### src/rtl/multicycle_control_pkg.sv
// Shared encodings for the multicycle RISC-V controller: FSM states, ALU operation
// codes, datapath mux selects and the opcodes the controller recognises.
package multicycle_control_pkg;

   typedef enum logic [3:0] {
      S_FETCH    = 4'd0,
      S_DECODE   = 4'd1,
      S_MEMADR   = 4'd2,
      S_MEMREAD  = 4'd3,
      S_MEMWB    = 4'd4,
      S_MEMWRITE = 4'd5,
      S_EXECR    = 4'd6,
      S_EXECI    = 4'd7,
      S_ALUWB    = 4'd8,
      S_BRANCH   = 4'd9,
      S_JAL      = 4'd10,
      S_TRAP     = 4'd11
   } state_t;

   // What the FSM asks of the ALU; FUNCT defers to funct3/funct7b5.
   typedef enum logic [1:0] {
      ALU_REQ_ADD   = 2'd0,
      ALU_REQ_SUB   = 2'd1,
      ALU_REQ_FUNCT = 2'd2
   } alu_req_t;

   localparam logic [2:0] ALU_ADD = 3'b000;
   localparam logic [2:0] ALU_SUB = 3'b001;
   localparam logic [2:0] ALU_AND = 3'b010;
   localparam logic [2:0] ALU_OR  = 3'b011;
   localparam logic [2:0] ALU_SLL = 3'b100;
   localparam logic [2:0] ALU_SLT = 3'b101;
   localparam logic [2:0] ALU_SRL = 3'b110;
   localparam logic [2:0] ALU_XOR = 3'b111;

   localparam logic [1:0] SRC_A_PC    = 2'b00;
   localparam logic [1:0] SRC_A_OLDPC = 2'b01;
   localparam logic [1:0] SRC_A_RS1   = 2'b10;
   localparam logic [1:0] SRC_B_RS2   = 2'b00;
   localparam logic [1:0] SRC_B_IMM   = 2'b01;
   localparam logic [1:0] SRC_B_FOUR  = 2'b10;

   localparam logic [1:0] RES_ALUOUT  = 2'b00;
   localparam logic [1:0] RES_MEMDATA = 2'b01;
   localparam logic [1:0] RES_ALU     = 2'b10;

   localparam logic [1:0] IMM_I = 2'b00;
   localparam logic [1:0] IMM_S = 2'b01;
   localparam logic [1:0] IMM_B = 2'b10;
   localparam logic [1:0] IMM_J = 2'b11;

   localparam logic [6:0] OP_LW  = 7'b0000011;
   localparam logic [6:0] OP_SW  = 7'b0100011;
   localparam logic [6:0] OP_R   = 7'b0110011;
   localparam logic [6:0] OP_I   = 7'b0010011;
   localparam logic [6:0] OP_BR  = 7'b1100011;
   localparam logic [6:0] OP_JAL = 7'b1101111;

   localparam logic [2:0] F3_WORD = 3'b010;

endpackage

### src/rtl/multicycle_control_if.sv
// Instruction-field inputs and datapath control outputs of the multicycle controller.
interface multicycle_control_if;
   logic [6:0] opcode;
   logic [2:0] funct3;
   logic       funct7b5;
   logic       zero;
   logic       pc_write;
   logic       adr_src;
   logic       mem_write;
   logic       ir_write;
   logic       reg_write;
   logic [1:0] result_src;
   logic [1:0] alu_src_a;
   logic [1:0] alu_src_b;
   logic [1:0] imm_src;
   logic [2:0] alu_control;
   logic       halted;

   modport master (
      input  opcode, funct3, funct7b5, zero,
      output pc_write, adr_src, mem_write, ir_write, reg_write,
             result_src, alu_src_a, alu_src_b, imm_src, alu_control, halted
   );

   modport slave (
      output opcode, funct3, funct7b5, zero,
      input  pc_write, adr_src, mem_write, ir_write, reg_write,
             result_src, alu_src_a, alu_src_b, imm_src, alu_control, halted
   );
endinterface

### src/rtl/multicycle_control_alu_decoder.sv
// Maps the FSM's ALU request plus funct fields to an alu_control code, and flags
// R/I-type funct encodings the ALU cannot execute.
module alu_decoder
   import multicycle_control_pkg::*;
(
   input  alu_req_t   alu_req,
   input  logic [2:0] funct3,
   input  logic       funct7b5,
   input  logic       op5,
   output logic [2:0] alu_control,
   output logic       illegal
);
   logic [2:0] funct_op;

   // op5 separates R-type (sub possible) from I-type, where bit 30 is immediate data.
   always_comb begin
      funct_op = ALU_ADD;
      unique case (funct3)
         3'b000:  funct_op = (op5 && funct7b5) ? ALU_SUB : ALU_ADD;
         3'b001:  funct_op = ALU_SLL;
         3'b010:  funct_op = ALU_SLT;
         3'b100:  funct_op = ALU_XOR;
         3'b101:  funct_op = ALU_SRL;
         3'b110:  funct_op = ALU_OR;
         3'b111:  funct_op = ALU_AND;
         default: funct_op = ALU_ADD;
      endcase
   end

   assign illegal = (funct3 == 3'b011) || ((funct3 == 3'b101) && funct7b5);

   always_comb begin
      alu_control = ALU_ADD;
      unique case (alu_req)
         ALU_REQ_SUB:   alu_control = ALU_SUB;
         ALU_REQ_FUNCT: alu_control = funct_op;
         default:       alu_control = ALU_ADD;
      endcase
   end
endmodule

### src/rtl/multicycle_control.sv
// Moore-style main controller for a multicycle RV32 subset (lw, sw, R, I-ALU,
// beq/bne, jal); unsupported instructions park the core in TRAP until reset.
module multicycle_control
   import multicycle_control_pkg::*;
(
   input  logic                 clk,
   input  logic                 reset,
   multicycle_control_if.master bus
);
   state_t     state_q, state_d;
   alu_req_t   alu_req;
   logic [2:0] alu_control;
   logic       funct_illegal;
   logic       word_f3;

   alu_decoder u_alu_decoder (
      .alu_req    (alu_req),
      .funct3     (bus.funct3),
      .funct7b5   (bus.funct7b5),
      .op5        (bus.opcode[5]),
      .alu_control(alu_control),
      .illegal    (funct_illegal)
   );

   assign bus.alu_control = alu_control;
   assign word_f3         = (bus.funct3 == F3_WORD);

   always_ff @(posedge clk) begin
      if (reset) state_q <= S_FETCH;
      else       state_q <= state_d;
   end

   always_comb begin
      state_d = S_FETCH;
      unique case (state_q)
         S_FETCH:  state_d = S_DECODE;
         S_DECODE: begin
            state_d = S_TRAP;
            if      ((bus.opcode == OP_LW || bus.opcode == OP_SW) && word_f3) state_d = S_MEMADR;
            else if (bus.opcode == OP_R && !funct_illegal)                   state_d = S_EXECR;
            else if (bus.opcode == OP_I && !funct_illegal)                   state_d = S_EXECI;
            else if (bus.opcode == OP_BR && bus.funct3[2:1] == 2'b00)        state_d = S_BRANCH;
            else if (bus.opcode == OP_JAL)                                   state_d = S_JAL;
         end
         S_MEMADR:   state_d = (bus.opcode == OP_LW) ? S_MEMREAD : S_MEMWRITE;
         S_MEMREAD:  state_d = S_MEMWB;
         S_EXECR,
         S_EXECI,
         S_JAL:      state_d = S_ALUWB;
         S_TRAP:     state_d = S_TRAP;
         default:    state_d = S_FETCH;
      endcase
   end

   always_comb begin
      bus.pc_write   = 1'b0;
      bus.adr_src    = 1'b0;
      bus.mem_write  = 1'b0;
      bus.ir_write   = 1'b0;
      bus.reg_write  = 1'b0;
      bus.result_src = RES_ALUOUT;
      bus.alu_src_a  = SRC_A_PC;
      bus.alu_src_b  = SRC_B_RS2;
      bus.halted     = 1'b0;
      alu_req        = ALU_REQ_ADD;
      unique case (state_q)
         S_FETCH: begin
            bus.ir_write   = 1'b1;
            bus.pc_write   = 1'b1;
            bus.alu_src_b  = SRC_B_FOUR;
            bus.result_src = RES_ALU;
         end
         S_DECODE: begin
            bus.alu_src_a = SRC_A_OLDPC;
            bus.alu_src_b = SRC_B_IMM;
         end
         S_MEMADR: begin
            bus.alu_src_a = SRC_A_RS1;
            bus.alu_src_b = SRC_B_IMM;
         end
         S_MEMREAD: bus.adr_src = 1'b1;
         S_MEMWB: begin
            bus.result_src = RES_MEMDATA;
            bus.reg_write  = 1'b1;
         end
         S_MEMWRITE: begin
            bus.adr_src   = 1'b1;
            bus.mem_write = 1'b1;
         end
         S_EXECR: begin
            bus.alu_src_a = SRC_A_RS1;
            alu_req       = ALU_REQ_FUNCT;
         end
         S_EXECI: begin
            bus.alu_src_a = SRC_A_RS1;
            bus.alu_src_b = SRC_B_IMM;
            alu_req       = ALU_REQ_FUNCT;
         end
         S_ALUWB: bus.reg_write = 1'b1;
         S_BRANCH: begin
            bus.alu_src_a = SRC_A_RS1;
            alu_req       = ALU_REQ_SUB;
            bus.pc_write  = bus.zero ^ bus.funct3[0];
         end
         S_JAL: begin
            bus.alu_src_a = SRC_A_OLDPC;
            bus.alu_src_b = SRC_B_FOUR;
            bus.pc_write  = 1'b1;
         end
         S_TRAP:  bus.halted = 1'b1;
         default: ;
      endcase
      // Reset suppresses every architectural write even before the state register settles.
      if (reset) begin
         bus.pc_write  = 1'b0;
         bus.ir_write  = 1'b0;
         bus.mem_write = 1'b0;
         bus.reg_write = 1'b0;
         bus.halted    = 1'b0;
      end
   end

   always_comb begin
      bus.imm_src = IMM_I;
      unique case (bus.opcode)
         OP_SW:   bus.imm_src = IMM_S;
         OP_BR:   bus.imm_src = IMM_B;
         OP_JAL:  bus.imm_src = IMM_J;
         default: bus.imm_src = IMM_I;
      endcase
   end
endmodule

### src/flat_wrapper.sv
// flat-port wrapper written by rule: the top's interface ports become plain ports
module multicycle_control_flat import multicycle_control_pkg::*;
  (clk, reset, bus_opcode, bus_funct3, bus_funct7b5, bus_zero, bus_pc_write, bus_adr_src, bus_mem_write, bus_ir_write, bus_reg_write, bus_result_src, bus_alu_src_a, bus_alu_src_b, bus_imm_src, bus_alu_control, bus_halted);
  multicycle_control_if bus_i ();
  input  logic clk;
  input  logic reset;
  input wire logic [$bits(bus_i.opcode)-1:0] bus_opcode;
  input wire logic [$bits(bus_i.funct3)-1:0] bus_funct3;
  input wire logic [$bits(bus_i.funct7b5)-1:0] bus_funct7b5;
  input wire logic [$bits(bus_i.zero)-1:0] bus_zero;
  output wire logic [$bits(bus_i.pc_write)-1:0] bus_pc_write;
  output wire logic [$bits(bus_i.adr_src)-1:0] bus_adr_src;
  output wire logic [$bits(bus_i.mem_write)-1:0] bus_mem_write;
  output wire logic [$bits(bus_i.ir_write)-1:0] bus_ir_write;
  output wire logic [$bits(bus_i.reg_write)-1:0] bus_reg_write;
  output wire logic [$bits(bus_i.result_src)-1:0] bus_result_src;
  output wire logic [$bits(bus_i.alu_src_a)-1:0] bus_alu_src_a;
  output wire logic [$bits(bus_i.alu_src_b)-1:0] bus_alu_src_b;
  output wire logic [$bits(bus_i.imm_src)-1:0] bus_imm_src;
  output wire logic [$bits(bus_i.alu_control)-1:0] bus_alu_control;
  output wire logic [$bits(bus_i.halted)-1:0] bus_halted;
  assign bus_i.opcode = bus_opcode;
  assign bus_i.funct3 = bus_funct3;
  assign bus_i.funct7b5 = bus_funct7b5;
  assign bus_i.zero = bus_zero;
  assign bus_pc_write = bus_i.pc_write;
  assign bus_adr_src = bus_i.adr_src;
  assign bus_mem_write = bus_i.mem_write;
  assign bus_ir_write = bus_i.ir_write;
  assign bus_reg_write = bus_i.reg_write;
  assign bus_result_src = bus_i.result_src;
  assign bus_alu_src_a = bus_i.alu_src_a;
  assign bus_alu_src_b = bus_i.alu_src_b;
  assign bus_imm_src = bus_i.imm_src;
  assign bus_alu_control = bus_i.alu_control;
  assign bus_halted = bus_i.halted;
  multicycle_control u_core (.clk(clk), .reset(reset), .bus(bus_i));
endmodule
### config.mk
export PLATFORM = sky130hd
export DESIGN_NAME = multicycle_control_flat
export DESIGN_NICKNAME = d
export VERILOG_FILES = /design/src/rtl/multicycle_control_pkg.sv /design/src/rtl/multicycle_control_if.sv /design/src/rtl/multicycle_control_alu_decoder.sv /design/src/rtl/multicycle_control.sv /design/src/flat_wrapper.sv
export SDC_FILE = /design/constraint.sdc
export NUM_CORES = 1
export LEC_CHECK = 0
export CAP_MARGIN = 10
export CORE_MARGIN = 2
export CORE_UTILIZATION = 43
export DETAILED_ROUTE_END_ITERATION = 10
export PLACE_DENSITY = 0.84
export SYNTH_ARGS = -nofsm -noshare
export SYNTH_HDL_FRONTEND = slang
export SYNTH_SLANG_ARGS = --single-unit
### constraint.sdc
create_clock -name clk -period 5.45 [get_ports clk]
set_input_delay 1.635 -clock clk [delete_from_list [all_inputs] [get_ports clk]]
set_output_delay 1.635 -clock clk [all_outputs]
set_load 0.05 [all_outputs]
==> metrics.txt, run 1 <==
outcome completed; GR Layer Usage met1 between 10% and 20%; post-route setup TNS 0 ps; top flop regs u_core.state_q: 4 flops; vias in the first global route 688; Vias 781; Synth area leader dfxtp_1; Ports 31; Placed Instance Area around 930 µm²; design area 957 µm²; fin worst setup slack between 400 and 500 ps; global route overflow 0; #FFs+latches synth 4; Initial Utilization 44.6%; H-tree depth 1; Residual DRC 0; TritonRoute pass-1 iters 4; register area 80.1 µm²; Yosys cell types 43; DP Worst Slack around 420 ps; busiest layer in global routing met2; actual transition at the worst max-transition pin 546 ps; Post-CTS Hold Buffers 0; clock sink count 4; Clk pin slew, worst setup/hold paths 40 ps; register area share after synthesis 12.2%; area delta synth->final 45.7%; post_cts resized 0; CP Max Fanout 7; Die Ht 43.1 µm; final worst path period need 5030 ps; drt via density around 5.7; core area 0.00147 mm²; GRT met2 Usage approximately 36%; RSZ-0062 raised after global routing no; Final setup viols 0; fin cells ~140; Final HPWL DP about 1300 µm; syn_nets 108; post-synth top area share approximately an eighth; Worst Hold Class flip-flop to flip-flop; CTS tree built; Max Cap Viol 0; Main synth FF type dfxtp_1; Power Dens Cells 447 mW/mm²; Placer Congestion 0.858; CTS root buf clkbuf_4; layout cells sized above 1 10.8%; Max clock buf depth 2; number of synthesized flops with an enable pin 0; placed cells 133; FFs w/ async S/R, synth 0%; Iter 0 DRT Violations 14; FILL cells 134; Wirelength per Cell 12.3 µm; total power 0.428 mW; PortBufs 30; max reg flops 4; Antenna Nets Post-Route 0; Antenna diodes 0; CP startpoint kind input port; clock latency on the worst-skew pair 240 ps; Die Span X around 43 µm; die area 0.00186 mm²; Multi-input gate area between 500 and 600 µm²; cell area after synthesis around 660 µm²; # rows 14; antenna violations before repair 0; Final Hold Viols 0; Largest Register u_core.state_q; first-pass GRT wire length 2690 µm; Slew HR between 60% and 70%; kind of critical path input port to output pin; Core Util, Final 65.1%; Mapped Cells 92; hold slack ~800 ps; GRT Util Overall a little under a fifth; TritonCTS Buffers 3; total wire length 1670 µm; max frequency 0.199 GHz; largest net degree at the start of global routing 18; Data required, critical path between 3000 and 4000 ps; VDD IR max 202 µV; Clock Skew 2.49 ps; CP endpoint kind output pin; crit path DAT roughly 3400 ps; Syn Area/Cell 7.14 µm²; Synth warnings 0; Post-CTS Setup Bufs 0; Lkg Pwr between 0.3 and 0.4 nW; Final Cycle Share 92.3%; Area contributors post-synth dfxtp_1, nor2_1, xnor2_1; nets 138; met3 usage 2.55%; max-slew violation count 0
worst paths after layout:
path / from / end / slack [ps] / depth (start not counted)
max reg2reg: u_core.state_q[1] / u_core.state_q[1] / 3910 / 4
min reg2reg: u_core.state_q[0] / u_core.state_q[2] / 820 / 2
max: reset / bus_halted / 420 / 4
min: u_core.state_q[0] / u_core.state_q[2] / 820 / 2
worst max-delay path, cell delays in order:
cell and delay, ps:
clkdlybuf4s50_1 550, nor2b_1 190, nor3b_1 190, clkdlybuf4s50_1 830
layout by cell type (no fill, tap or decap), types with 2 or more instances in the layout:
cell | synthesis | routed
nor3_1 | 5 | 5
xnor2_1 | 4 | 4
nor2b_1 | 2 | 2
dfxtp_1 | 4 | 4
a21oi_1 | 5 | 5
inv_1 | 5 | 5
nand2b_1 | 3 | 3
nor3b_1 | 3 | 3
ha_1 | 2 | 2
xor2_1 | 2 | 2
nand3b_1 | 3 | 3
nand2_1 | 7 | 7
clkdlybuf4s50_1 | 0 | 29
nor4_1 | 2 | 2
nor2_1 | 10 | 10
o21ai_0 | 4 | 4
and2_1 | 2 | 2
clkbuf_4 | 0 | 3
Yosys cell counts (2+ instances only):
cell type,n
a21oi_1,5
nor2_1,10
nor2b_1,2
inv_1,5
o21ai_0,4
and2_1,2
nor3_1,5
buf_2,3
xnor2_1,4
xor2_1,2
ha_1,2
nand3b_1,3
nand2_1,7
nor3b_1,3
nand2b_1,3
dfxtp_1,4
nor4_1,2
cell families (layout without fill, tap and decap cells):
group	Yosys count	in the layout	synth area share, %
compound gates	20	20	22.1
xor+xnor	6	6	8.00
fa+ha+maj	2	2	3.81
buf+inv	10	38	8.95
flops	4	4	12.2
simple gates	50	50	45.0
per-layer routing:
metal / routed length (µm) / vias up / share of wire, %
met3: 87 / 2 / 5.2
met1: 670 / 360 / 40
met5: 0 / - / 0
met2: 899 / 32 / 54
li1: - / 387 / -
met4: 17 / 0 / 1.0
final cells by class:
class,count,share of cell area [%]
flip-flops and latches,4,8.37
clock buffers,3,2.35
well taps,16,2.09
multi-input cells,78,54.1
repair buffers,30,31.1
inverters,5,1.96
where the power goes:
part	switching, mW	internal, mW	leakage [nW]	total (mW)
combinational	0.192	0.123	0.310	0.316
sequential	0.0353	0.0384	0.0329	0.0737
clock	0.0134	0.0247	0.0138	0.0381
Power figures use the tool's default switching activity.
==> run 2, diff against run 1 <==
--- a/config.mk
+++ b/config.mk
@@ -8,6 +8,7 @@
 export CAP_MARGIN = 10
 export CORE_MARGIN = 2
 export CORE_UTILIZATION = 43
+export CTS_CLUSTER_DIAMETER = 40
 export DETAILED_ROUTE_END_ITERATION = 10
 export PLACE_DENSITY = 0.84
 export SYNTH_ARGS = -nofsm -noshare
==> results of run 2 <==
Same layout as run 1: the final DEF is identical, and so are final timing and power.
